**src/rtl/mac_pkg.sv**
```systemverilog
// rtl/mac_pkg.sv - shared MAC datapath constants and sizing helper
package mac_pkg;

    localparam int DATA_WIDTH = 32;
    localparam int MUL_STAGES = 5;
    localparam int ADD_STAGES = 7;

    localparam logic [31:0] FP_ONE   = 32'h3F800000;
    localparam logic [31:0] FP_TWO   = 32'h40000000;
    localparam logic [31:0] FP_THREE = 32'h40400000;
    localparam logic [31:0] FP_SIX   = 32'h40C00000;

    function automatic int mac_clog2(input int value);
        int r;
        r = 0;
        for (int i = 0; i < 31; i++) begin
            if ((1 << i) < value) r = i + 1;
        end
        return r;
    endfunction

endpackage

```
**src/rtl/FP_MUL.sv**
```systemverilog
// rtl/FP_MUL.sv - IEEE-754 single multiplier, round-to-nearest-even, fixed latency, no stall
module FP_MUL #(
    parameter int Stages = 5
) (
    input  logic        aclr,
    input  logic        clock,
    input  logic [31:0] dataa,
    input  logic [31:0] datab,
    output logic [31:0] result
);

    logic              sign;
    logic [7:0]        ea, eb;
    logic [47:0]       prod;
    logic [22:0]       frac;
    logic              guard, sticky, round_up;
    logic [23:0]       frac_r;
    logic signed [9:0] exp_s;
    logic [31:0]       product;
    logic [31:0]       pipe_q [Stages];

    // Denormal inputs flush to zero; overflow saturates to infinity.
    always_comb begin
        sign  = dataa[31] ^ datab[31];
        ea    = dataa[30:23];
        eb    = datab[30:23];
        prod  = {24'd0, 1'b1, dataa[22:0]} * {24'd0, 1'b1, datab[22:0]};
        if (prod[47]) begin
            frac   = prod[46:24];
            guard  = prod[23];
            sticky = |prod[22:0];
            exp_s  = $signed({2'b00, ea}) + $signed({2'b00, eb}) - 10'sd126;
        end else begin
            frac   = prod[45:23];
            guard  = prod[22];
            sticky = |prod[21:0];
            exp_s  = $signed({2'b00, ea}) + $signed({2'b00, eb}) - 10'sd127;
        end
        round_up = guard & (sticky | frac[0]);
        frac_r   = {1'b0, frac} + {23'd0, round_up};
        if (frac_r[23]) exp_s = exp_s + 10'sd1;
        if (ea == 8'd0 || eb == 8'd0 || exp_s <= 10'sd0)
            product = {sign, 31'd0};
        else if (exp_s >= 10'sd255)
            product = {sign, 8'hFF, 23'd0};
        else
            product = {sign, exp_s[7:0], frac_r[22:0]};
    end

    always_ff @(posedge clock) begin
        if (aclr) begin
            for (int i = 0; i < Stages; i++) pipe_q[i] <= '0;
        end else begin
            pipe_q[0] <= product;
            for (int i = 1; i < Stages; i++) pipe_q[i] <= pipe_q[i-1];
        end
    end

    assign result = pipe_q[Stages-1];

endmodule

```
**src/rtl/NOPPipeline.sv**
```systemverilog
// rtl/NOPPipeline.sv - fixed-depth shift register of no-op flags, reset to all no-op
module NOPPipeline #(
    parameter int Stages = 5
) (
    input  logic clk,
    input  logic aclr,
    input  logic NopIn,
    output logic NopOut
);

    logic [Stages-1:0] nop_q;

    always_ff @(posedge clk) begin
        if (aclr) begin
            nop_q <= '1;
        end else begin
            nop_q[0] <= NopIn;
            for (int i = 1; i < Stages; i++) nop_q[i] <= nop_q[i-1];
        end
    end

    assign NopOut = nop_q[Stages-1];

endmodule

```
**src/rtl/mac_mul_fifo.sv**
```systemverilog
// rtl/mac_mul_fifo.sv - first-word-fall-through product FIFO with occupancy count
module mac_mul_fifo #(
    parameter int DataWidth = 32,
    parameter int Depth     = 8,
    parameter int PtrWidth  = 3
) (
    input  logic                 clk,
    input  logic                 aclr,
    input  logic                 push,
    input  logic [DataWidth-1:0] push_data,
    input  logic                 pop,
    output logic [DataWidth-1:0] head_data,
    output logic                 empty,
    output logic [PtrWidth:0]    count
);

    localparam logic [PtrWidth-1:0] PTR_LAST = PtrWidth'(Depth - 1);
    localparam logic [PtrWidth-1:0] PTR_ONE  = PtrWidth'(1);
    localparam logic [PtrWidth:0]   CNT_ONE  = (PtrWidth + 1)'(1);

    logic [DataWidth-1:0] mem [Depth];
    logic [PtrWidth-1:0]  wr_ptr, rd_ptr;
    logic                 do_pop;

    // The upstream credit check keeps push from ever hitting a full FIFO.
    assign empty  = (count == '0);
    assign do_pop = pop & ~empty;

    always_ff @(posedge clk) begin
        if (aclr) begin
            wr_ptr <= '0;
            rd_ptr <= '0;
            count  <= '0;
        end else begin
            if (push)   wr_ptr <= (wr_ptr == PTR_LAST) ? '0 : wr_ptr + PTR_ONE;
            if (do_pop) rd_ptr <= (rd_ptr == PTR_LAST) ? '0 : rd_ptr + PTR_ONE;
            case ({push, do_pop})
                2'b10:   count <= count + CNT_ONE;
                2'b01:   count <= count - CNT_ONE;
                default: count <= count;
            endcase
        end
    end

    always_ff @(posedge clk) begin
        if (push) mem[wr_ptr] <= push_data;
    end

    assign head_data = empty ? '0 : mem[rd_ptr];

endmodule

```
**src/rtl/mac_mul_stage.sv**
```systemverilog
// rtl/mac_mul_stage.sv - operand multiply front end with credit-protected output FIFO (option MAC_MUL_LEVEL_EN)
module mac_mul_stage
    import mac_pkg::*;
#(
    parameter int DataWidth      = DATA_WIDTH,
    parameter int Mul_Stages     = MUL_STAGES,
    parameter int FifoDepth      = 8,
    parameter int FifoDepthWidth = mac_clog2(FifoDepth)
) (
    input  logic                 clk,
    input  logic                 aclr,
    input  logic                 DataInValid,
    input  logic [DataWidth-1:0] DataInA,
    input  logic [DataWidth-1:0] DataInB,
    output logic                 DataInRdy,
    output logic                 DataOutValid,
    input  logic                 DataOutRdy,
    output logic [DataWidth-1:0] DataOut
`ifdef MAC_MUL_LEVEL_EN
    ,
    output logic [FifoDepthWidth:0] FifoLevel,
    output logic                    InRdyStall
`endif
);

    localparam logic [FifoDepthWidth:0]   CNT_ONE    = (FifoDepthWidth + 1)'(1);
    localparam logic [FifoDepthWidth+1:0] CREDIT_MAX = (FifoDepthWidth + 2)'(FifoDepth);

    logic                    accept, pipe_nop_out, pipe_exit, pop, fifo_empty;
    logic [DataWidth-1:0]    mul_result;
    logic [FifoDepthWidth:0] in_flight, count;
    logic [FifoDepthWidth+1:0] credit_used;

    assign accept      = DataInValid & DataInRdy;
    assign pipe_exit   = ~pipe_nop_out;
    assign credit_used = {1'b0, in_flight} + {1'b0, count};
    // Every accepted pair owns a FIFO slot before it enters FP_MUL, which cannot stall.
    assign DataInRdy   = ~aclr & (credit_used < CREDIT_MAX);

    FP_MUL #(
        .Stages (Mul_Stages)
    ) u_fp_mul (
        .aclr   (aclr),
        .clock  (clk),
        .dataa  (DataInA),
        .datab  (DataInB),
        .result (mul_result)
    );

    NOPPipeline #(
        .Stages (Mul_Stages)
    ) u_valid_pipe (
        .clk    (clk),
        .aclr   (aclr),
        .NopIn  (~accept),
        .NopOut (pipe_nop_out)
    );

    always_ff @(posedge clk) begin
        if (aclr)
            in_flight <= '0;
        else if (accept & ~pipe_exit)
            in_flight <= in_flight + CNT_ONE;
        else if (~accept & pipe_exit)
            in_flight <= in_flight - CNT_ONE;
    end

    mac_mul_fifo #(
        .DataWidth (DataWidth),
        .Depth     (FifoDepth),
        .PtrWidth  (FifoDepthWidth)
    ) u_fifo (
        .clk       (clk),
        .aclr      (aclr),
        .push      (pipe_exit),
        .push_data (mul_result),
        .pop       (pop),
        .head_data (DataOut),
        .empty     (fifo_empty),
        .count     (count)
    );

    assign DataOutValid = ~fifo_empty;
    assign pop          = DataOutValid & DataOutRdy;

`ifdef MAC_MUL_LEVEL_EN
    assign FifoLevel  = count;
    assign InRdyStall = DataInValid & ~DataInRdy;
`endif

endmodule

```
**config.mk**
```make
export PLATFORM = sky130hd
export DESIGN_NAME = mac_mul_stage
export DESIGN_NICKNAME = d
export VERILOG_FILES = /design/src/rtl/mac_pkg.sv /design/src/rtl/FP_MUL.sv /design/src/rtl/NOPPipeline.sv /design/src/rtl/mac_mul_fifo.sv /design/src/rtl/mac_mul_stage.sv
export SDC_FILE = /design/constraint.sdc
export NUM_CORES = 2
export LEC_CHECK = 0
export CAP_MARGIN = 20
export CELL_PAD_IN_SITES_DETAIL_PLACEMENT = 1
export CELL_PAD_IN_SITES_GLOBAL_PLACEMENT = 2
export CORE_MARGIN = 1.5
export CORE_UTILIZATION = 45
export CTS_BUF_LIST = sky130_fd_sc_hd__clkbuf_8
export DETAILED_ROUTE_END_ITERATION = 16
export GPL_TIMING_DRIVEN = 0
export HOLD_SLACK_MARGIN = 0.03
export PLACE_DENSITY = 0.95
export SYNTH_ARGS = -nofsm -noshare
export SYNTH_HDL_FRONTEND = slang
export SYNTH_SLANG_ARGS = --single-unit
```
**constraint.sdc**
```tcl
create_clock -name clk -period 17.6 [get_ports clk]
set_clock_uncertainty 0.2 [all_clocks]
set_input_delay 3.52 -clock clk [delete_from_list [all_inputs] [get_ports clk]]
set_output_delay 3.52 -clock clk [all_outputs]
set_load 0.01 [all_outputs]
```
==> impl_metrics.yaml <==
yosys:
  yosys.area.top_type: "fa_1"
  synthAdderAreaFrac_pct: 33.3
  synth_compound_area_share_pct: 4.97
  ys_types: 82
  synth-simple-area-share_pct: 15.2
  synth_mux_area_share_pct: 5.18
  yosysWarnings: 0
  yosysMostFrequentCell: "inv_1"
  async_reset_ff_share_pct: 0
  synth_seq_cells: 438
  syn_inst: 3462
  synth_top_family_by_area: "adder cells"
  avgSynthCellArea_um2: 10.6
  syn-num-nets: 4213
  synthTopCellsByCount: "inv_1, fa_1, nand2_1"
  synth_top_area_share_pct: 26.5
  ys_seq_area_share_pct: 31.0
  synth_xor_area_share_pct: 2.46
  synth_edf_count: 256
  synthFlopType: "edfxtp_1"
  synth.cell_area_mm2: 0.0366
  synthTopCellsByArea: "fa_1, edfxtp_1, dfxtp_1"
sta:
  drv_slew: 0
  finalSetupViolCount: 0
  max_freq_mhz: 68.0
  worstMarginPinSlew_ns: 1.06
  fin_tns_setup_ns: 0
  slew_headroom_pct: 29.1
  rsz0062_at_grt: "no"
  hold_violations: 0
  period_needed_ns: 14.71
  min_period_over_period_pct: 83.6
worst_setup_path:
  r2r_start: "u_fifo.count[3]"
  r2r_slack_ns: 14.01
  cpMostUsedCell: "fa_1"
  critPathRequiredTime_ns: 17.95
  critPathMaxStageDelay_ns: 1.01
  reg2reg_depth: 13
  path_buf_inv: 10
  path_delay_family: "adder cells"
  end_kind: "flop"
  r2r_end: "in_flight[3]"
  crit_slowest_cell: "clkdlybuf4s50_1"
  cp.arrival_ns: 15.07
  critPathLaunchType: "input port"
  setup.worst_path.class: "in2reg"
  cp_max_fo: 10
clocking:
  cts.sinks: 438
  cts.clk_slew.worst_paths_ns: 0.07
  postCtsSetupBuffers: 0
  clk_latency_ns: 0.67
  cts_resized: 0
  tritoncts: "yes"
  root_buffer: "clkbuf_8"
  cts_made_buffers: 61
  hold_buffers: 0
  htree_levels: 2
  clk_path_buf_depth: 3
die:
  ioPinCount: 102
  core_area_mm2: 0.0805
  num_rows: 104
  fp.dieH_um: 288
  dieArea_mm2: 0.0830
  die_w_um: 288
  start_util_pct: 45.4
placement:
  numPortBuffers: 97
  gp_congestion: 0.961
  dpl.hpwl_um: 92000
drt:
  drc: 0
  wl_um: 123000
  wire_per_inst_um: 25.8
  via_per_inst: 5.66
  ant_nets: 0
  via_count: 26944
  firstDrtPassIters: 5
  initialDrtViolationCount: 1950
flow_run:
  cap_viol_max_count: 0
cells_and_area:
  area_delta_synth_final_pct: 10.9
  fin_util_pct: 50.4
  nets: 4397
  drive_gt1_share_pct: 6.68
grt:
  grt_pass1_wl_um: 186000
  antenna_found_initial: 2
  grt_pass1_vias: 29898
  grt_usage_pct: 30.1
  grt_remaining_overflow: 0
  grt_max_degree: 27
min_path:
  hold_path_depth: 1
  holdPathEnd: "u_fp_mul.pipe_q[0][112]"
  hp-class: "reg2reg"
  hold_start: "u_fp_mul.pipe_q[0][80]"
outcome:
  outcome: "completed"
layout make-up:
cell class	instances	area [µm²]
Fill cell	8784	40000
Multi-Input combinational cell	2261	22400
Sequential cell	438	11300
Inverter	600	2250
Tap cell	1060	1330
Timing Repair Buffer	121	1260
Clock buffer	75	1030
Buffer	163	639
Clock inverter	40	302
Antenna cell	3	7.51
layout by cell type (no fill, tap or decap), types with 13 or more instances in the layout:
cell type and instances:
inv_1 616, xnor2_1 66, fa_1 485, nor2_1 165, nand3_1 25, nor2b_1 135, nand2_1 348, clkbuf_8 75
edfxtp_1 256, nand4_1 32, mux2i_1 42, mux4_2 64, buf_6 13, nor4_1 17, clkbuf_1 135, a21o_1 24
o21ai_0 46, nor3_1 39, dfxtp_1 182, clkdlybuf4s50_1 97, xor2_1 33, a21oi_1 99, buf_2 16, and2_1 250
ha_1 198
worst max path at each step:
stage,start,endpoint,slack (ns),cells after the start
5_1_grt,DataInB[9],u_fp_mul.pipe_q[0][22],2.29,35
3_5_place_dp,DataInB[10],u_fp_mul.pipe_q[0][22],2.51,35
4_1_cts,DataInB[10],u_fp_mul.pipe_q[0][22],3.17,35
2_1_floorplan,DataInB[12],u_fp_mul.pipe_q[0][22],5.34,36
6_report,DataInB[10],u_fp_mul.pipe_q[0][22],2.89,35
3_3_place_gp,DataInB[9],u_fp_mul.pipe_q[0][22],2.63,35
state kept, by name, indices dropped and copies added (netlist names), named ones only:
register            count
in_flight               4
u_fifo.count            4
u_fifo.mem            256
u_fifo.rd_ptr           3
u_fifo.wr_ptr           3
u_fp_mul.pipe_q       160
u_valid_pipe.nop_q      5
routing by layer:
metal  routed length (µm)  up-vias  GRT usage [%]
met5                   11        -              0
met4                 5590        2           12.3
met3                 8490      295           5.06
met2                61200     1145           52.5
met1                47300    14071           36.9
li1                     -    11431              -
cells by family after synthesis:
family | after synthesis
AND/OR/NAND/NOR | 1091
buffers and inverters | 763
adder cells (fa/ha/maj) | 683
flip-flops | 438
AO/OA/AOI/OAI | 278
multiplexers | 108
XOR/XNOR | 101
metrics by stage:
stage / cell area [µm²] / hold WS, ns / worst slack (ns) / instances
after CTS: 40500 / 0.238 / 3.17 / 4757
final: 40600 / 0.236 / 2.89 / 4761
after global placement: 38900 / 0.191 / 2.63 / 4619
after global routing: 40600 / 0.252 / 2.29 / 4759
after detailed placement: 39200 / 0.211 / 2.51 / 4642
after floorplan: 36600 / 0.189 / 5.34 / 3462
Power is not shown: default switching activity piles up to over one toggle a cycle in this logic, so the estimate is an artifact.
